**config.mk**
```make
export PLATFORM = sky130hd
export DESIGN_NAME = spi_rx
export DESIGN_NICKNAME = d
export VERILOG_FILES = /design/src/rtl/spi_pkg.sv /design/src/rtl/spi_sync.sv /design/src/rtl/spi_rx.sv
export SDC_FILE = /design/constraint.sdc
export NUM_CORES = 1
export LEC_CHECK = 0
export ABC_AREA = 1
export BUFFER_PORTS_ARGS = -buffer_cell sky130_fd_sc_hd__buf_2
export CAP_MARGIN = 0
export CORE_ASPECT_RATIO = 0.8
export CORE_MARGIN = 2
export CORE_UTILIZATION = 54
export DETAILED_ROUTE_END_ITERATION = 8
export PLACE_DENSITY = 0.8
export SLEW_MARGIN = 30
export SYNTH_ARGS = -nofsm -noshare
export SYNTH_HDL_FRONTEND = slang
export SYNTH_SLANG_ARGS = --single-unit
```
**constraint.sdc**
```tcl
create_clock -name clk -period 1.2 [get_ports clk]
set_input_delay 0.3 -clock clk [delete_from_list [all_inputs] [get_ports clk]]
set_output_delay 0.3 -clock clk [all_outputs]
set_load 0.01 [all_outputs]
```
**src/rtl/spi_pkg.sv**
```systemverilog
// Shared SPI definitions: frame FSM state encoding and default frame width.
// Used by both the receiver and the transmitter.
package spi_pkg;

    typedef enum logic [1:0] {
        IDLE    = 2'd0,
        SHIFT   = 2'd1,
        DONE    = 2'd2,
        WAIT_CS = 2'd3
    } spi_state_t;

    localparam int SPI_DATA_W_DEF = 8;

endpackage

```
**src/rtl/spi_sync.sv**
```systemverilog
// Two-flop synchronizer with a parameterised reset value, plus a registered rising-edge strobe.
// Latency: q lags d by 2 clk; rise pulses 3 clk after d rises. No backpressure.
module spi_sync #(
    parameter logic RST_VAL = 1'b0
) (
    input  logic clk,
    input  logic rst_n,
    input  logic d,
    output logic q,
    output logic rise
);

    logic meta_q;
    logic sync_q;
    logic prev_q;

    always_ff @(posedge clk or negedge rst_n) begin
        if (!rst_n) begin
            meta_q <= RST_VAL;
            sync_q <= RST_VAL;
            prev_q <= RST_VAL;
            rise   <= 1'b0;
        end else begin
            meta_q <= d;
            sync_q <= meta_q;
            prev_q <= sync_q;
            rise   <= sync_q & ~prev_q;
        end
    end

    assign q = sync_q;

endmodule

```
**src/rtl/spi_rx.sv**
```systemverilog
// SPI receiver, mode-0 style; LSB first unless SPI_RX_MSB_FIRST_EN is defined (then MSB first).
// Latency: rx_valid 4 clk after the clk edge that samples the last sclk rise.
// Backpressure: none; rx_valid/frame_err are single-cycle strobes the consumer must take.
module spi_rx
    import spi_pkg::*;
#(
    parameter int DATA_W = SPI_DATA_W_DEF
) (
    input  logic              clk,
    input  logic              rst_n,
    input  logic              sclk,
    input  logic              cs,
    input  logic              di,
    output logic [DATA_W-1:0] rx_data,
    output logic              rx_valid,
    output logic              rx_busy,
    output logic              frame_err
);

    localparam int CNT_W = $clog2(DATA_W + 1);

    logic sync_sclk;
    logic sclk_rise;
    logic sync_cs;
    logic cs_rise;
    logic sync_di;
    logic di_rise;
    logic unused_rise;

    spi_sync #(.RST_VAL(1'b0)) u_sync_sclk (
        .clk  (clk),
        .rst_n(rst_n),
        .d    (sclk),
        .q    (sync_sclk),
        .rise (sclk_rise)
    );

    spi_sync #(.RST_VAL(1'b1)) u_sync_cs (
        .clk  (clk),
        .rst_n(rst_n),
        .d    (cs),
        .q    (sync_cs),
        .rise (cs_rise)
    );

    spi_sync #(.RST_VAL(1'b0)) u_sync_di (
        .clk  (clk),
        .rst_n(rst_n),
        .d    (di),
        .q    (sync_di),
        .rise (di_rise)
    );

    // The level sync of sclk is not needed once its edge strobe exists.
    assign unused_rise = cs_rise ^ di_rise ^ sync_sclk;

    spi_state_t        state_q, state_d;
    logic [CNT_W-1:0]  cnt_q, cnt_d;
    logic [DATA_W-1:0] shreg_q, shreg_d;
    logic [DATA_W-1:0] rx_data_d;
    logic              rx_valid_d;
    logic              frame_err_d;

    always_ff @(posedge clk or negedge rst_n) begin
        if (!rst_n) begin
            state_q   <= IDLE;
            cnt_q     <= '0;
            shreg_q   <= '0;
            rx_data   <= '0;
            rx_valid  <= 1'b0;
            frame_err <= 1'b0;
        end else begin
            state_q   <= state_d;
            cnt_q     <= cnt_d;
            shreg_q   <= shreg_d;
            rx_data   <= rx_data_d;
            rx_valid  <= rx_valid_d;
            frame_err <= frame_err_d;
        end
    end

    always_comb begin
        state_d     = state_q;
        cnt_d       = cnt_q;
        shreg_d     = shreg_q;
        rx_data_d   = rx_data;
        rx_valid_d  = 1'b0;
        frame_err_d = 1'b0;
        case (state_q)
            IDLE: begin
                cnt_d   = '0;
                shreg_d = '0;
                if (!sync_cs) state_d = SHIFT;
            end
            SHIFT: begin
                // cs deassertion takes priority over a coincident sclk edge.
                if (sync_cs) begin
                    state_d     = IDLE;
                    frame_err_d = 1'b1;
                    cnt_d       = '0;
                    shreg_d     = '0;
                end else if (sclk_rise) begin
`ifdef SPI_RX_MSB_FIRST_EN
                    shreg_d = {shreg_q[DATA_W-2:0], sync_di};
`else
                    shreg_d = {sync_di, shreg_q[DATA_W-1:1]};
`endif
                    cnt_d = cnt_q + 1'b1;
                    if (cnt_q == CNT_W'(DATA_W - 1)) state_d = DONE;
                end
            end
            DONE: begin
                rx_data_d  = shreg_q;
                rx_valid_d = 1'b1;
                state_d    = WAIT_CS;
            end
            WAIT_CS: begin
                if (sync_cs) state_d = IDLE;
            end
            default: state_d = IDLE;
        endcase
    end

    assign rx_busy = (state_q == SHIFT) || (state_q == WAIT_CS);

endmodule

```
* Word level (Yosys, flattened, before mapping)
Cells that the tools add are included.
** Storage, ports and cells
- Register bits after elaboration :: 32
- Bits of input ports :: 5
- Output and inout port bits :: 11
- Word-level logic and storage cells :: 45
** Cells by class
- Add/sub/neg operators :: 1
- Equality and inequality tests :: 8
- Multiplexer cells :: 15
- Bitwise operators :: 2
- Reductions and logical operators :: 5
** Operator list (count)
- 2-to-1 mux 8 bit :: 2
- one-hot mux 8 bit (2 select lines) :: 1
- 2-to-1 mux 2 bit :: 5
- 2-to-1 mux 4 bit :: 2
- one-hot mux 2 bit (4 select lines) :: 1
- one-hot mux 4 bit (2 select lines) :: 1
- adder 4 x 1 -> 4 bit, second input constant :: 1
- equality test 2 bit, second input constant :: 2
- equality test 4 x 3 -> 1 bit, second input constant :: 1
- AND reduction 4 bit :: 1
- 2-to-1 mux 1 bit :: 3
- inequality test 3 x 1 -> 1 bit, second input constant :: 1
- inequality test 3 x 2 -> 1 bit, second input constant :: 1
- equality test 2 x 1 -> 1 bit, second input constant :: 1
- logical NOT 2 bit :: 1
- inequality test 2 x 1 -> 1 bit, second input constant :: 1
- inequality test 2 bit, second input constant :: 1
- AND reduction 2 bit :: 1
- nonzero test 2 bit :: 1
- bitwise AND 1 bit :: 1
- logical OR 1 bit :: 1
- inverter 1 bit :: 1

* Logic depth before layout (Yosys ltp)
Gate-level depths: netlist of run 1.
- Depth in word-level cells :: 5
- Mapped depth :: 7

* Modules after synthesis
From an unflattened synthesis of run 1, not the netlist that was laid out.
** Second synthesis, totals
- Cell total of the unflattened synthesis :: 131
- Area total of the unflattened synthesis :: 1345.0 sq um
** Modules (own cells, without submodules)
- spi_rx :: times used 1, cells each 113, area each 1011.0 sq um, seq. area each 600.6 sq um
- spi_sync at u_sync_di ... :: times used 2, cells each 6, area each 110.1 sq um, seq. area each 100.1 sq um
- spi_sync at u_sync_cs :: times used 1, cells each 6, area each 113.9 sq um, seq. area each 103.8 sq um

* Worst setup path before layout of run 1
OpenSTA, ideal clock, no wires.
- Kind :: reg2reg
- From :: register u_sync_cs.sync_q, in the netlist u_sync_cs.q
- To :: register cnt_q[3]
- Data arrival time :: 1.012 ns
- Data required time :: 1.129 ns
- Setup slack :: 0.117 ns
- Cell stages (with the launch flop) :: 8
- Buffers on the path :: 1
- Period minus slack after synthesis :: 1.083 ns
- Cells stage by stage :: dfstp_2 > inv_2 > nand2_2 > nand2_4 > nand2_4 > buf_6 > a21oi_2 > nor2_1
** On the way
- Cells in the longest elaborated chain, start to end :: 2
- Elaborated cells between the ends (all ways) :: 4
- Classes of those cells :: 1 x eq/ne; 2 x mux; 1 x reduce/logical
** Ends and longest elaborated chain
- start, declared :: line spi_sync.sv:14 : logic sync_q;
- start signal, assigned :: line spi_sync.sv:25 : sync_q <= meta_q;
- 2-to-1 mux 4 bit / inequality test 3 x 1 -> 1 bit (equally long branches)
- one-hot mux 4 bit (2 select lines) / AND reduction 2 bit (equally long branches)
- end signal, assigned :: line spi_rx.sv:74 : cnt_q <= cnt_d;
- end, declared :: line spi_rx.sv:58 : logic [CNT_W-1:0] cnt_q, cnt_d;
Parallel ways exist; a longest one is shown, timed or not.
A chain may end at the register's enable or synchronous reset.

* Final worst setup path of run 1
- From :: register state_q[0]
- To :: output rx_busy
** On the way
- Cells in the longest elaborated chain, start to end :: 2
- Elaborated cells between the ends (all ways) :: 3
- Classes of those cells :: 2 x eq/ne; 1 x reduce/logical
** Ends and longest elaborated chain
- start, declared :: line spi_rx.sv:57 : spi_state_t state_q, state_d;
- start signal, assigned :: line spi_rx.sv:73 : state_q <= state_d;
- equality test 2 x 1 -> 1 bit / equality test 2 bit (equally long branches) :: line spi_rx.sv:124 : assign rx_busy = (state_q == SHIFT) || (state_q == WAIT_CS);
- logical OR 1 bit (*) :: line spi_rx.sv:124
- end, declared :: line spi_rx.sv:16 : output logic rx_busy,
Every way passes the cells marked *; elsewhere a longest branch is shown, timed or not.

==> results of run 1 <==
==> metal layers <==
metal	GRT usage	vias to the layer above
met1	0.198	377
met3	0.0852	6
met2	0.259	20
met4	0.0952	0
li1	-	403
met5	0	-
==> repair_timing <==
item                                    4_1_cts  5_1_grt
setup buffers                                 2        3
gates cloned                                  0        1
pin swaps                                     0        2
hold buffers                                  1        0
endpoints found under the hold margin        12        0
gates resized for setup                       2        6
endpoints found under the setup margin        1       12
==> worst paths after layout <==
| check | startpoint | endpoint | slack (ps) |
|---|---|---|---|
| min reg2reg | u_sync_di.meta_q$_DFF_PN0_ | u_sync_di.q$_DFF_PN0_ | 350 |
| min in group asynchronous | rst_n | u_sync_di.q$_DFF_PN0_ | 400 |
| min | cs | u_sync_cs.meta_q$_DFF_PN1_ | 60 |
| max | state_q[0]$_DFFE_PN0P_ | rx_busy | 20 |
| max in group asynchronous | rst_n | frame_err$_DFF_PN0_ | 400 |
| max reg2reg | state_q[0]$_DFFE_PN0P_ | cnt_q[3]$_DFFE_PN0P_ | 50 |
==> cell usage after synthesis <==
cell      count
dfrtp_1      30
nor2_2        2
o22ai_1       7
ha_1          1
o21ai_1      12
nand2_1      17
nand2_2       1
nand3_1       3
buf_2         1
nor2_1        7
buf_6         1
a21oi_2       2
a21oi_1       2
inv_1        13
nand2_4       3
clkbuf_1      1
dfstp_2       2
inv_2         3
==> area by class of cell <==
type / instances / area [µm²] / share of cell area
flip-flops and latches: 32 / 805 / 0.546
clock buffers: 6 / 41.3 / 0.0280
well taps: 25 / 31.3 / 0.0212
multi-input cells: 58 / 340 / 0.231
clock inverters: 2 / 35.0 / 0.0238
inverters: 16 / 60.1 / 0.0408
repair buffers: 23 / 160 / 0.109
==> state kept, by name (all words and copies together) (netlist names), named ones only <==
register            count
shreg_q                 8
u_sync_cs.meta_q        1
rx_data                 8
u_sync_sclk.q           1
u_sync_sclk.meta_q      1
u_sync_cs.q             1
rx_valid                1
u_sync_di.q             1
state_q                 1
frame_err               1
u_sync_sclk.rise        1
u_sync_di.meta_q        1
u_sync_sclk.prev_q      1
cnt_q                   4
==> cells in the final DEF (no fill, tap or decap), drive strengths merged <==
cell type    synthesis  layout
dfrtp               30      30
dlygate4sd3          0       1
clkinv               0       1
ha                   1       1
nand2               21      22
buf                  2      22
nor2                 9       9
inv                 16      16
o21ai               12      12
nand3                3       3
o22ai                7       7
bufinv               0       1
a21oi                4       4
clkbuf               1       6
dfstp                2       2
==> through the flow <==
step | hold WS (ps) | instances | worst slack, ps | setup TNS [ps]
finish | 63.9 | 162 | 16.1 | 0
global route | 38.1 | 162 | -23.7 | -68.5
CTS | 40.9 | 158 | 0.948 | 0
detailed placement | 224 | 147 | 22.2 | 0
global placement | 223 | 147 | 70.4 | 0
floorplan | 4.41 | 108 | 117 | 0
==> power by group through the flow <==
| stage | Clock [mW] | Combinational [mW] | Sequential [mW] |
|---|---|---|---|
| floorplan | 0 | 0.0591 | 1.16 |
| global placement | 0 | 0.0977 | 1.16 |
| detailed placement | 0 | 0.102 | 1.16 |
| CTS | 0.809 | 0.117 | 1.14 |
| global route | 0.851 | 0.150 | 1.14 |
| finish | 0.776 | 0.129 | 1.14 |
==> cell families (layout without fill, tap and decap cells) <==
family | Yosys count | after routing | synth area share
AOI/OAI and AO/OA | 23 | 23 | 0.111
adders and majority gates | 1 | 1 | 0.0106
buffers and inverters | 19 | 47 | 0.0676
DFF | 32 | 32 | 0.678
and+or+nand+nor | 33 | 34 | 0.133
==> summary.txt, run 1 <==
Status: finished clean
Endpoints failing hold: 0
Pin count of the biggest net entering global routing: 19
Final WL: 1800 µm
Metal2 WL: 842 µm
Crit share post-route: 0.987
Post-synthesis average cell area: 11.0 µm²
Final core utilization: 0.694
Grt total ovfl: 0
Core area: 2120 µm²
CTS tree: built
Row Count: 15
IO Port Bufs: 15
NetSw: 440 µW
Area Growth Syn to Fin: 24.3%
Slowest cell on crit path: dfrtp_2
Vias in the first global route: 721
Hold path depth: 1
Final instance area: 1470 µm²
Worst path arrival time: 880 ps
Nets@finish: 142
Die area: 2590 µm²
Register area share after synthesis: 0.678
Worst Max-Slew Pin Slew: 346 ps
Hold Path Class: input pin to flip-flop
Wire length per cell: 11.1 µm
Slew HR: 0.769
Total power: 2.04 mW
Drt drc: 0
Minimum clock period: 1180 ps
Wire length on met3: 110 µm
FF-to-FF path depth: 7
Worst path depth: 1
Max Root-Sink Buffers: 2
Synth unique cells: 18
CP max FO: 4
Clock Skew: 8.96 ps
Yosys warning total: 0
H-Tree Level Count: 2
DRT iter0 DRCs: 20
Post-Syn Instances: 108
First-pass GRT wire length: 3050 µm
M1 wire length: 802 µm
Worst Path Required: 900 ps
Critical path's largest stage delay: 440 ps
Pre-Repair DR Iteration Count: 4
CP Class: flip-flop to output port
Initial Utilization: 0.559
Number of diodes: 0
Comb pwr share: 0.063
HPWL Detailed: 1210 µm
IO Count: 16
Internal: 1.60 mW
Syn_nets: 114
Clk pwr share: 0.380
Mapped Area: 1180 µm²
Critical path, cell by cell: buf_6
Skew-Pair Late Insertion Delay: 330 ps
Synth top area share: 0.634
Pwr Density: 1390 nW/µm²
Ratio of cells with drive above 1 in the final layout: 0.328
Max-slew violations: 0
Post-route antenna net violation count: 0
TritonCTS buffer count: 5
Top Layer Used: met4
Critical path capture point type: output port
Clock Root Buffer: clkbuf_4
Via count: 806
Top post-synthesis cells by area: dfrtp_1 (63%), nand2_1 (5.4%), o21ai_1 (5.1%)
Flops & latches, synth: 32
Max Freq: 845 MHz
Leakage power: 0.701 nW
Share of power burned in registers: 0.557
Max-cap viol count: 0
Vias per cell: 4.98
CP delay by family, top: flip-flops
Sw frac: 0.216
Final-layout fill cell count: 147
Initial antenna violation count: 0
Final count of negative-setup-slack endpoints: 0
Clock transition at path regs: 90 ps
Die Wd: 56.4 µm
Worst Path Buf+Inv: 1
RSZ-0062 raised after global routing: yes
GPL Wtd Cong: 0.786
Worst Setup Start Kind: flip-flop
Die H: 45.9 µm
Tot GR Track Use: 0.169
Placed Area: 1300 µm²
Sink Count: 32
Post-synth top area cell: dfrtp_1
Max VDD drop: 0.987 mV
Note: power is estimated with default switching activity, not from simulation.
==> run 2: changes to the inputs <==
Settings changed: ABC_AREA 1 to default.
==> run 2 against run 1 <==
Wire length grew 29%; largest cell class unchanged; the flow now finishes with violations (setup timing); synthesized cell count shrank 29%; count of clock-buffer cells in the layout is the same; critical path type is now flip-flop to flip-flop; sequential power is essentially flat; critical path depth grew 2; highest routed layer unchanged; power shrank 11%; combinational power shrank 36%.
==> summary.txt, run 2 <==
RSZ-0062 raised after global routing: yes
Global route hottest layer: met2
Share of power burned in registers: 0.610 (+0.053)
Final WL: 2330 µm (+29%)
Worst Max-Slew Pin Slew: 393 ps (+47.1 ps)
CP max FO: 6 (+2)
First-pass GRT wire length: 3560 µm (+17%)
IO Count: 16 (unchanged)
Hold WS: 69.6 ps (+5.65 ps)
Clk pwr share: 0.345 (-0.035)
IO Port Bufs: 15 (unchanged)
Post-Syn Instances: 77 (-29%)
Synth top area share: 0.648 (+0.0144)
H-Tree Level Count: 2 (unchanged)
Die Wd: 55.8 µm (-1.0%)
Final count of negative-setup-slack endpoints: 23 (+23)
Mapped Area: 1160 µm² (-2.2%)
Sink Count: 32 (unchanged)
Largest family of logic cells by synthesized area: compound AO/OA/AOI/OAI gates
Internal: 1.42 mW (-12%)
Skew-Pair Late Insertion Delay: 330 ps (about the same)
GR Util met3: 0.0767 (-0.00852)
Post-synth top area cell: dfrtp_1
Setup ws final: -93.0 ps (-109 ps)
CTS tree: built
Register area share after synthesis: 0.693 (+0.0154)
Worst Setup Start Kind: flip-flop
HPWL Detailed: 1290 µm (+7.2%)
Comb pwr share: 0.045 (-0.018)
Most frequent cells in the layout: dfrtp_1 (28), buf_2 (15), buf_4 (12)
Top post-synthesis cells by area: dfrtp_1 (65%), mux2_2 (9.7%), a22o_1 (7.6%)
Sw frac: 0.224 (+0.00861)
Pre-Repair DR Iteration Count: 4 (unchanged)
Worst path arrival time: 1500 ps (+620 ps)
Drt drc: 0 (unchanged)
Proportion of synthesized area in mux cells: 0.0972 (+0.0972)
Violated checks: setup timing
Crit share post-route: 1.08 (+0.0909)
Post-route antenna net violation count: 0 (unchanged)
Post-Synth Adder-Cell Area: 0.0108 (+0.000239)
Number of diodes: 0 (unchanged)
Clock transition at path regs: 100 ps (about the same)
Count leader, synth: dfrtp_1
Max Freq: 773 MHz (-8.4%)
Endpoints failing hold: 0 (unchanged)
Placed Area: 1350 µm² (+4.1%)
CP Class: flip-flop to flip-flop
Max Root-Sink Buffers: 2 (unchanged)
DRT iter0 DRCs: 5 (-75%)
Post-synth top flop: dfrtp_1
Min-delay src: cs
Post-synth EDFFs: 0 (unchanged)
Clock Root Buffer: clkbuf_4
Largest regs: rx_data (8), shreg_q (8), cnt_q (4)
Most common cell after layout, fill and taps aside: dfrtp_1
Initial Utilization: 0.596 (+0.0372)
Die H: 45.4 µm (-1.0%)
Status: complete, but fails checks
Storage element area: 806 µm² (+0.16%)
Compound-cell area share of the yosys netlist: 0.0983 (-0.0126)
Tot GR Track Use: 0.204 (+0.0346)
Synth unique cells: 22 (+4)
Pwr Density: 1200 nW/µm² (-13%)
Pin count of the biggest net entering global routing: 18 (-1)
Initial antenna violation count: 0 (unchanged)
Ratio of cells with drive above 1 in the final layout: 0.563 (+0.234)
Synth Area in Simple Gates: 0.0767 (-0.0564)
Multi-input gate area: 402 µm² (+18%)
Max VDD drop: 1.01 mV (+2.0%)
Max-slew violations: 0 (unchanged)
Leakage power: 0.784 nW (+12%)
Yosys warning total: 0 (unchanged)
Final non-filler cell total: 136 (-16%)
Setup TNS: -733 ps (-733 ps)
Max-cap viol count: 0 (unchanged)
Worst Path Required: 1410 ps (+510 ps)
Wire length per cell: 17.1 µm (+54%)
Total power: 1.83 mW (-11%)
RR Startpoint: state_q[0]$_DFFE_PN0P_
Async SR Flop Fraction: 1.00 (unchanged)
TritonCTS buffer count: 5 (unchanged)
Vias per cell: 5.44 (+9.4%)
Post-Synth XOR/XNOR Area: 0 (unchanged)
Syn_nets: 83 (-27%)
GPL Wtd Cong: 0.843 (+7.2%)
CP startpoint: state_q[0]$_DFFE_PN0P_
Final-layout fill cell count: 118 (-20%)
Slew HR: 0.738 (-0.0314)
NetSw: 409 µW (-7.1%)
Grt total ovfl: 0 (unchanged)
Met2 Use GR: 0.298 (+0.0388)
Placed insts: 122 (-17%)
Synth cell count leaders: dfrtp_1 (30), a22o_1 (10), mux2_2 (10)
Die area: 2530 µm² (-2.0%)
Via count: 740 (-8.2%)
Hold Path Class: input pin to flip-flop
Critical path capture point type: flip-flop
Core area: 1940 µm² (-8.3%)
Row Count: 14 (-1)
Clock Skew: 16.7 ps (+7.69 ps)
Post-synthesis average cell area: 15.0 µm² (+37%)
Minimum clock period: 1290 ps (+109 ps)
Final instance area: 1520 µm² (+3.1%)
Vias in the first global route: 712 (-1.2%)
Area Growth Syn to Fin: 31.0%
Flops & latches, synth: 32 (unchanged)
Nets@finish: 117 (-18%)
Grt met1 use: 0.263 (+0.0645)
-- run 2: cell types whose count changed after synthesis, sizes merged, moves of 3 or more --
cell | previous run | this run
a21oi | 4 | 1
nand2 | 21 | 1
mux2 | 0 | 10
o21ai | 12 | 1
nor2 | 9 | 3
inv | 16 | 1
a22o | 0 | 10
o22ai | 7 | 0
-- run 2: worst max-delay path, stage by stage (launching register included) --
cell     delay (ps)
dfrtp_2         460
nor2b_2         180
and3b_2         250
mux2_4          270
-- run 2: metrics by stage --
stage,utilization,setup slack [ps]
after floorplan,-,-99.1
after global routing,0.781,-104
after global placement,0.696,-117
after CTS,0.759,-82.3
after detailed placement,0.696,-149
final,0.781,-93.0
-- run 2: repair_timing --
action	4_1_cts	5_1_grt
buffers inserted	1	2
endpoints found under the hold margin	14	0
hold buffers	1	0
gates cloned	2	0
pin swaps	13	7
resized for setup	10	7
setup endpoints to repair	21	27
-- run 2: power groups by stage --
stage / clock (mW) / combinational (mW) / sequential, mW
2_1_floorplan: 0 / 0.0240 / 1.13
3_3_place_gp: 0 / 0.0671 / 1.13
3_5_place_dp: 0 / 0.0696 / 1.13
4_1_cts: 0.643 / 0.0814 / 1.11
5_1_grt: 0.700 / 0.0920 / 1.12
6_report: 0.629 / 0.0824 / 1.11
-- run 2: worst paths after layout --
kind,slack [ps],depth (start not counted),end
min,70,1,u_sync_cs.meta_q$_DFF_PN1_
max reg2reg,-90,3,cnt_q[0]$_DFFE_PN0P_
min in group asynchronous,400,2,frame_err$_DFF_PN0_
max,-90,3,cnt_q[0]$_DFFE_PN0P_
max in group asynchronous,360,3,rx_data[4]$_DFFE_PN0P_
min reg2reg,360,0,u_sync_di.q$_DFF_PN0_
-- run 2: final cells by class --
type | instances | area share
clock buffers | 6 | 0.0338
clock inverters | 2 | 0.00660
inverters | 1 | 0.00247
multi-input cells | 41 | 0.265
flip-flops and latches | 32 | 0.531
well taps | 24 | 0.0198
repair buffers | 30 | 0.142
-- run 2: cells by family after synthesis --
logic type / Yosys count
flops: 32
compound gates: 14
simple gates: 14
mux: 10
buf+inv: 6
fa+ha+maj: 1
-- run 2: layer usage --
metal | part of all wire | vias to the layer above
li1 | - | 347
met1 | 0.46 | 359
met2 | 0.46 | 26
met3 | 0.048 | 8
met4 | 0.033 | 0
met5 | 0 | -
